===== src/rtl/drum_pkg.sv =====
// Shared types and constants for the drum grid feedback path.
// All datapath values are signed 1.17 fixed point.
package drum_pkg;

    typedef logic signed [17:0] fix17_t;

    localparam fix17_t RHO_INIT_C = 18'sd6553;
    localparam fix17_t RHO_MAX_C  = 18'sd62914;

    typedef enum logic [1:0] {
        IDLE,
        LOAD,
        RUN
    } fb_state_t;

endpackage


===== src/rtl/drum_grid_feedback_ctrl_if.sv =====
// Centre-sample stream from the feedback controller to the audio path.
interface drum_grid_feedback_ctrl_if;
    import drum_pkg::*;

    fix17_t sample_data;
    logic   sample_valid;
    logic   sample_ready;

    modport master (
        output sample_data,
        output sample_valid,
        input  sample_ready
    );

    modport slave (
        input  sample_data,
        input  sample_valid,
        output sample_ready
    );

endinterface


===== src/rtl/drum_sample_fifo.sv =====
// Sample FIFO between the feedback controller and the audio path.
// A push is taken when there is room or when the head leaves in the same cycle.
module drum_sample_fifo
    import drum_pkg::*;
#(
    parameter int DEPTH = 8
) (
    input  logic   clock,
    input  logic   reset,
    input  logic   clear,
    input  logic   push,
    input  fix17_t push_data,
    output fix17_t out_data,
    output logic   out_valid,
    input  logic   out_ready,
    output logic   full
);

    localparam int             PTR_W      = $clog2(DEPTH);
    localparam logic [PTR_W:0] FULL_COUNT = (PTR_W + 1)'(DEPTH);

    fix17_t           mem [DEPTH];
    logic [PTR_W-1:0] wr_ptr;
    logic [PTR_W-1:0] rd_ptr;
    logic [PTR_W:0]   count;
    logic             pop;
    logic             push_ok;

    assign out_valid = (count != '0);
    assign full      = (count == FULL_COUNT);
    assign pop       = out_valid && out_ready;
    assign push_ok   = push && (!full || pop);
    assign out_data  = out_valid ? mem[rd_ptr] : '0;

    always_ff @(posedge clock) begin
        if (push_ok) begin
            mem[wr_ptr] <= push_data;
        end
    end

    // Storage is left unreset; the empty-gated output keeps stale entries invisible.
    always_ff @(posedge clock or posedge reset) begin
        if (reset) begin
            wr_ptr <= '0;
            rd_ptr <= '0;
            count  <= '0;
        end else if (clear) begin
            wr_ptr <= '0;
            rd_ptr <= '0;
            count  <= '0;
        end else begin
            if (push_ok) begin
                wr_ptr <= wr_ptr + 1'b1;
            end
            if (pop) begin
                rd_ptr <= rd_ptr + 1'b1;
            end
            case ({push_ok, pop})
                2'b10:   count <= count + 1'b1;
                2'b01:   count <= count - 1'b1;
                default: count <= count;
            endcase
        end
    end

endmodule


===== src/rtl/signed_mult_1_17.sv =====
// Signed 1.17 x 1.17 multiply, result rescaled back to 1.17.
module signed_mult_1_17 (
    input  logic signed [17:0] a,
    input  logic signed [17:0] b,
    output logic signed [17:0] out
);

    logic signed [35:0] product;

    assign product = 36'(a) * 36'(b);
    assign out     = 18'(product >>> 17);

endmodule


===== src/rtl/drum_grid_feedback_ctrl.sv =====
// Closed-loop controller for the drum node grid: seeds the hit, feeds node outputs
// back as neighbour inputs, tracks nonlinear tension and streams centre samples.
module drum_grid_feedback_ctrl
    import drum_pkg::*;
#(
    parameter int     SIZE       = 4,
    parameter int     FIFO_DEPTH = 8,
    parameter fix17_t RHO_INIT   = RHO_INIT_C,
    parameter fix17_t RHO_MAX    = RHO_MAX_C,
    parameter int     RHO_SHIFT  = 5
) (
    input  logic        clock,
    input  logic        reset,
    input  logic        start,
    input  logic        stop,
    input  fix17_t      u_hit_mid     [SIZE][SIZE],
    input  fix17_t      u_2_mid       [SIZE][SIZE],
    input  logic        iterFlag,
    output fix17_t      u_2_mid_input [SIZE][SIZE],
    output fix17_t      rho,
    output logic        grid_run,
    drum_grid_feedback_ctrl_if.master sample,
    output logic [15:0] iter_count,
    output logic [7:0]  drop_count
);

    localparam int MID = SIZE >> 1;

    fb_state_t state;
    fb_state_t next_state;
    logic      load_en;
    logic      iter_en;
    logic      pop;
    logic      drop;
    fix17_t    centre;
    fix17_t    sq;
    fix17_t    rho_step;
    fix17_t    fifo_data;
    logic      fifo_valid;
    logic      fifo_full;

    assign centre = u_2_mid[MID][MID];

    signed_mult_1_17 u_square (
        .a   (centre),
        .b   (centre),
        .out (sq)
    );

    assign rho_step = RHO_INIT + (sq >>> RHO_SHIFT);

    always_ff @(posedge clock or posedge reset) begin
        if (reset) begin
            state <= IDLE;
        end else begin
            state <= next_state;
        end
    end

    // start outranks stop so a restart request is never lost.
    always_comb begin
        next_state = state;
        load_en    = 1'b0;
        grid_run   = 1'b0;
        case (state)
            IDLE: begin
                if (start) begin
                    next_state = LOAD;
                end
            end
            LOAD: begin
                load_en    = 1'b1;
                next_state = RUN;
            end
            RUN: begin
                grid_run = 1'b1;
                if (start) begin
                    next_state = LOAD;
                end else if (stop) begin
                    next_state = IDLE;
                end
            end
            default: next_state = IDLE;
        endcase
    end

    assign iter_en = grid_run && iterFlag;
    assign pop     = fifo_valid && sample.sample_ready;
    assign drop    = iter_en && fifo_full && !pop;

    always_ff @(posedge clock or posedge reset) begin
        if (reset) begin
            for (int i = 0; i < SIZE; i++) begin
                for (int j = 0; j < SIZE; j++) begin
                    u_2_mid_input[i][j] <= '0;
                end
            end
            rho        <= RHO_INIT;
            iter_count <= '0;
            drop_count <= '0;
        end else if (load_en) begin
            for (int i = 0; i < SIZE; i++) begin
                for (int j = 0; j < SIZE; j++) begin
                    u_2_mid_input[i][j] <= u_hit_mid[i][j];
                end
            end
            rho        <= RHO_INIT;
            iter_count <= '0;
            drop_count <= '0;
        end else if (iter_en) begin
            for (int i = 0; i < SIZE; i++) begin
                for (int j = 0; j < SIZE; j++) begin
                    u_2_mid_input[i][j] <= u_2_mid[i][j];
                end
            end
            rho        <= (rho < RHO_MAX) ? rho_step : RHO_MAX;
            iter_count <= iter_count + 16'd1;
            if (drop && (drop_count != 8'hFF)) begin
                drop_count <= drop_count + 8'd1;
            end
        end
    end

    drum_sample_fifo #(
        .DEPTH (FIFO_DEPTH)
    ) u_fifo (
        .clock     (clock),
        .reset     (reset),
        .clear     (load_en),
        .push      (iter_en),
        .push_data (centre),
        .out_data  (fifo_data),
        .out_valid (fifo_valid),
        .out_ready (sample.sample_ready),
        .full      (fifo_full)
    );

    assign sample.sample_data  = fifo_data;
    assign sample.sample_valid = fifo_valid;

endmodule


===== src/flat_wrapper.sv =====
// flat-port wrapper written by rule: the top's interface ports become plain ports
module drum_grid_feedback_ctrl_flat import drum_pkg::*;
#(
    parameter int     SIZE       = 4,
    parameter int     FIFO_DEPTH = 8,
    parameter fix17_t RHO_INIT   = RHO_INIT_C,
    parameter fix17_t RHO_MAX    = RHO_MAX_C,
    parameter int     RHO_SHIFT  = 5
)
  (clock, reset, start, stop, u_hit_mid, u_2_mid, iterFlag, u_2_mid_input, rho, grid_run, iter_count, drop_count, sample_sample_data, sample_sample_valid, sample_sample_ready);
  drum_grid_feedback_ctrl_if sample_i ();
  input  logic clock;
  input  logic reset;
  input  logic start;
  input  logic stop;
  input  fix17_t u_hit_mid[SIZE][SIZE];
  input  fix17_t u_2_mid[SIZE][SIZE];
  input  logic iterFlag;
  output fix17_t u_2_mid_input[SIZE][SIZE];
  output fix17_t rho;
  output logic grid_run;
  output logic [15:0] iter_count;
  output logic [7:0] drop_count;
  output wire logic [$bits(sample_i.sample_data)-1:0] sample_sample_data;
  output wire logic [$bits(sample_i.sample_valid)-1:0] sample_sample_valid;
  input wire logic [$bits(sample_i.sample_ready)-1:0] sample_sample_ready;
  assign sample_sample_data = sample_i.sample_data;
  assign sample_sample_valid = sample_i.sample_valid;
  assign sample_i.sample_ready = sample_sample_ready;
  drum_grid_feedback_ctrl #(.SIZE(SIZE), .FIFO_DEPTH(FIFO_DEPTH), .RHO_INIT(RHO_INIT), .RHO_MAX(RHO_MAX), .RHO_SHIFT(RHO_SHIFT)) u_core (.clock(clock), .reset(reset), .start(start), .stop(stop), .u_hit_mid(u_hit_mid), .u_2_mid(u_2_mid), .iterFlag(iterFlag), .u_2_mid_input(u_2_mid_input), .rho(rho), .grid_run(grid_run), .sample(sample_i), .iter_count(iter_count), .drop_count(drop_count));
endmodule

===== config.mk =====
export PLATFORM = sky130hd
export DESIGN_NAME = drum_grid_feedback_ctrl_flat
export DESIGN_NICKNAME = d
export VERILOG_FILES = /design/src/rtl/drum_pkg.sv /design/src/rtl/drum_grid_feedback_ctrl_if.sv /design/src/rtl/drum_sample_fifo.sv /design/src/rtl/signed_mult_1_17.sv /design/src/rtl/drum_grid_feedback_ctrl.sv /design/src/flat_wrapper.sv
export SDC_FILE = /design/constraint.sdc
export NUM_CORES = 2
export LEC_CHECK = 0
export ABC_AREA = 1
export BUFFER_PORTS_ARGS = -buffer_cell sky130_fd_sc_hd__buf_2
export CELL_PAD_IN_SITES_DETAIL_PLACEMENT = 0
export CELL_PAD_IN_SITES_GLOBAL_PLACEMENT = 1
export CORE_AREA = 2 2 367 369
export CTS_CLUSTER_DIAMETER = 120
export CTS_CLUSTER_SIZE = 25
export DETAILED_ROUTE_END_ITERATION = 10
export DIE_AREA = 0 0 369 371
export GPL_TIMING_DRIVEN = 0
export MAX_ROUTING_LAYER = met4
export PLACE_DENSITY_LB_ADDON = 0.1
export SLEW_MARGIN = 25
export SYNTH_ARGS = -nofsm -noshare
export SYNTH_HDL_FRONTEND = slang
export SYNTH_SLANG_ARGS = --single-unit

===== constraint.sdc =====
create_clock -name clock -period 22 [get_ports clock]
set_input_delay 1.1 -clock clock [delete_from_list [all_inputs] [get_ports clock]]
set_output_delay 1.1 -clock clock [all_outputs]
set_load 0.005 [all_outputs]

==> results.txt <==
----------------------------------------------------
[Cells and area]
  Final-stage net count ... 5735
  Area growth from synthesis to final layout ... 25.2%
  Layout cell share with drive strength beyond 1 ... 0.230

[Setup path]
  WP data required ... 22.63 ns
  Critical Setup Path Class ... in -> reg
  Critical path launch point ... u_2_mid[98]
  Top delay family on crit path ... adder cells
  Stages on the worst setup path ... 34
  Stage delay of the slowest cell on the critical path ... 0.80 ns
  Worst setup path endpoint ... u_core.rho[12]$_DFFE_PP1P_
  Endpoint kind of the worst setup timing path ... flop
  Kind of start point of the critical path ... input port
  Sum of buffers and inverters on the critical path ... 11
  Worst Path Max Fanout ... 10
  Endpoint of the worst-slack reg-to-reg timing path ... u_core.u_2_mid_input[80]$_DFFE_PP0P_
  Count of cells along the worst register-to-register path ... 8
  Slowest library cell on the worst path ... sky130_fd_sc_hd__clkbuf_1
  Arr. time, crit path ... 8.75 ns
  Flop2flop setup slack ... 18.88 ns
  FF-to-FF Start ... u_core.state[0]$_DFFE_PP0P_
  Cell with the most instances on the worst path ... sky130_fd_sc_hd__inv_1

[Timing]
  Post-layout min period ... 8.12 ns
  Count of final setup violators ... 0
  Hold violation total from the final report ... 0
  Slew at the pin with the worst max-slew slack ... 1.03 ns
  Final total negative setup slack ... 0 ns
  Fin. max-slew vios ... 0
  Fmax ... 123 MHz
  Ratio of final minimum period to clock period ... 0.369
  Largest clock skew in the final design ... 0.0561 ns
  Unrepaired setup endpoints after global routing ... false
  Tightest slew margin relative to the limit ... 0.314
  Worst Setup Slack, final ... 13.88 ns

[Floorplanning]
  Cell row count ... 134
  Floorplan die area ... 137000 um2
  Core Footprint ... 133000 um2
  Initial core utilization ... 0.245
  Boundary Pins ... 932
  Die height ... 371 um
  Die boundary width ... 369 um

[Run]
  Max-cap violation count ... 0

[Clock tree]
  Buffer cell driving the clock tree root ... sky130_fd_sc_hd__clkbuf_16
  Number of buffers added by the clock tree synthesis step ... 28
  Hold buffer count at cts ... 0
  Clock sinks ... 483
  Number of gates resized after CTS ... 0
  Clk buf depth ... 3
  Clock tree from TritonCTS ... yes
  Number of H-tree levels ... 1
  Post-CTS Repair Setup Buffers ... 0
  Clock slew at reported path FFs ... 0.12 ns
  Worst-skew pair later-pin latency ... 0.68 ns

[Global route]
  Global-route wire length before repair ... 248 mm
  Largest net degree at the start of global routing ... 75
  Initial antenna violation count ... 129
  Remaining global-route overflow ... 0
  Number of global-route vias before repair ... 30900
  Overall routing resource usage ... 0.268

[Routing]
  Vias per cell ... 4.53
  Routed length per instance ... 27.5 um
  Total via count after detailed routing ... 30100
  Detailed-route wire length ... 182 mm
  Routed Antenna Nets ... 0
  DRC marker count from the first detailed-route iteration ... 2061
  First-pass iteration count of the detailed router ... 8
  Post-route DRC violation count ... 0

[Yosys]
  Sequential element share of the synthesized area ... 0.394
  Count of flip-flops with a built-in enable after synthesis ... 144
  Synth Instances ... 3793
  Post-Synthesis Cell Area ... 32600 um2
  Most used flip-flop cell after synthesis ... sky130_fd_sc_hd__dfrtp_1
  Post-synthesis cell type count ... 52
  Average cell area after synthesis ... 8.59 um2
  Total number of yosys warnings ... 0
  Post-synthesis register bit count ... 483
  Async set or reset register ratio after synthesis ... 0.702

[Placement]
  Placed wire-length estimate ... 155 mm
  Port bufs ... 929
  Final estimated routing congestion in global placement ... 0.917
  Worst setup slack after placement ... 13.12 ns

[Power]
  Clk network pwr share ... 0.077
  Switching component of the power ... 4.80 mW
  Pwr dens ... 205 nW/um2
  Share of total power in sequential cells ... 0.140
  Power Internal ... 3.56 mW
  Total design power ... 8.36 mW
  Combinational share of power ... 0.783
  Worst supply voltage drop on vdd ... 0.000260 V
  Switching fraction of total power ... 0.574
  Static Leak ... 20.0 nW

[Status]
  Result of the run ... complete, no violations

[Worst hold path]
  Classification of the worst-slack hold path ... reg -> reg

----------------------------------------------------
==> area by class of cell <==
cell class	instances	area, um2
Fill cell	14700	92000
Clock buffer	38	748
Antenna cell	85	213
Timing Repair Buffer	933	4760
Clock inverter	14	205
Multi-Input combinational cell	2529	16800
Inverter	581	2190
Buffer	201	827
Sequential cell	483	12800
Tap cell	1768	2210
==> kinds of logic (layout without fill, tap and decap cells) <==
family                     count (synthesis)  count (layout)  synth area share
DFF                                      483             483             0.394
adders and majority gates                396             396             0.218
AOI/OAI and AO/OA                        520             520            0.0955
other                                      1              87          0.000115
buffers and inverters                    782            1767            0.0922
and+or+nand+nor                         1582            1582             0.193
xor gates and xnor gates                  29              29           0.00780
==> registers in the layout (all words and copies together), names as in the netlist <==
signal                cells
u_core.iter_count        16
u_core.drop_count         8
u_core.u_fifo.wr_ptr      3
u_core.rho               15
u_core.u_fifo.rd_ptr      3
u_core.u_2_mid_input    288
u_core.u_fifo.mem       144
u_core.u_fifo.count       4
u_core.state              2
==> synth_stat cells, drive strengths merged (2+ instances only) <==
master  number  share of area
nand2     1017           0.12
inv        580          0.067
nor2       470          0.056
dfrtp      332           0.26
a31oi      289          0.056
fa         287           0.18
edfxtp     144           0.13
clkbuf     141          0.016
o21ai      117          0.018
ha         109          0.042
buf         60         0.0090
nand3       59         0.0099
a21oi       49         0.0076
o22ai       24         0.0046
xor2        17         0.0046
nor3        16         0.0031
o211ai      15         0.0035
o21bai      13         0.0030
xnor2       12         0.0032
nand4       10         0.0019
dfstp        7         0.0056
and3         3        0.00058
a31o         2        0.00054
nand3b       2        0.00046
o21a         2        0.00046
o31ai        2        0.00046
==> routing by layer <==
layer | wire, um | part of all wire | global-route usage
met1 | 71600 | 0.39 | 0.307
met2 | 88500 | 0.49 | 0.443
met3 | 15400 | 0.085 | 0.0849
met4 | 6530 | 0.036 | 0.0862
met5 | 0 | 0 | -
==> metrics by stage <==
| step | utilization | cell area (um2) | hold slack (ns) | cells |
|---|---|---|---|---|
| CTS | 0.306 | 40600 | 0.487 | 6547 |
| global route | 0.307 | 40700 | 0.509 | 6613 |
| detailed placement | 0.298 | 39600 | 0.473 | 6495 |
| floorplan | - | 32600 | 0.440 | 3794 |
| global placement | 0.297 | 39400 | 0.462 | 6491 |
| finish | 0.307 | 40800 | 0.489 | 6632 |
==> how the worst min path moves through the flow <==
stage,end,from,cells past startpoint
detailed placement,u_core.iter_count[15]$_DFFE_PP0P_,u_core.iter_count[15]$_DFFE_PP0P_,1
global route,u_core.iter_count[15]$_DFFE_PP0P_,u_core.iter_count[15]$_DFFE_PP0P_,1
CTS,u_core.iter_count[15]$_DFFE_PP0P_,u_core.iter_count[15]$_DFFE_PP0P_,1
finish,u_core.iter_count[15]$_DFFE_PP0P_,u_core.iter_count[15]$_DFFE_PP0P_,1
global placement,u_core.iter_count[15]$_DFFE_PP0P_,u_core.iter_count[15]$_DFFE_PP0P_,1
floorplan,u_core.state[0]$_DFFE_PP0P_,u_core.state[0]$_DFFE_PP0P_,1
==> power by group through the flow <==
| stage | logic (mW) | registers [mW] | clock network (mW) |
|---|---|---|---|
| 2_1_floorplan | 4.60 | 1.18 | 0 |
| 3_3_place_gp | 6.64 | 1.19 | 0 |
| 3_5_place_dp | 6.59 | 1.19 | 0 |
| 4_1_cts | 6.65 | 1.17 | 0.665 |
| 5_1_grt | 7.48 | 1.19 | 0.700 |
| 6_report | 6.54 | 1.17 | 0.648 |
==> worst reg2reg max path, cell delays in order, from the launching register on <==
cell                       delay, ns
sky130_fd_sc_hd__dfrtp_1        0.41
sky130_fd_sc_hd__inv_1          0.05
sky130_fd_sc_hd__nor2_1         0.40
sky130_fd_sc_hd__inv_1          0.17
sky130_fd_sc_hd__nand2_1        0.21
sky130_fd_sc_hd__clkbuf_1       0.77
sky130_fd_sc_hd__buf_2          0.44
sky130_fd_sc_hd__buf_2          0.40
sky130_fd_sc_hd__a31oi_1        0.15
==> cell usage in the layout (no fill, tap or decap), drive strengths merged, types with 2 or more instances in the layout <==
| master | Yosys | final |
|---|---|---|
| xnor2 | 12 | 12 |
| nor2 | 470 | 470 |
| nand2 | 1017 | 1017 |
| clkinv | 1 | 9 |
| a21oi | 49 | 49 |
| o21a | 2 | 2 |
| clkbuf | 141 | 179 |
| o22ai | 24 | 24 |
| fa | 287 | 287 |
| a31o | 2 | 2 |
| xor2 | 17 | 17 |
| edfxtp | 144 | 144 |
| o21bai | 13 | 13 |
| o21ai | 117 | 117 |
| o31ai | 2 | 2 |
| o211ai | 15 | 15 |
| a31oi | 289 | 289 |
| nand4 | 10 | 10 |
| dfstp | 7 | 7 |
| dfrtp | 332 | 332 |
| inv | 580 | 586 |
| conb | 1 | 2 |
| buf | 60 | 993 |
| nor3 | 16 | 16 |
| ha | 109 | 109 |
| diode | 0 | 85 |
| nand3 | 59 | 59 |
| nand3b | 2 | 2 |
| and3 | 3 | 3 |
Note: power is estimated with default switching activity, not from simulation.
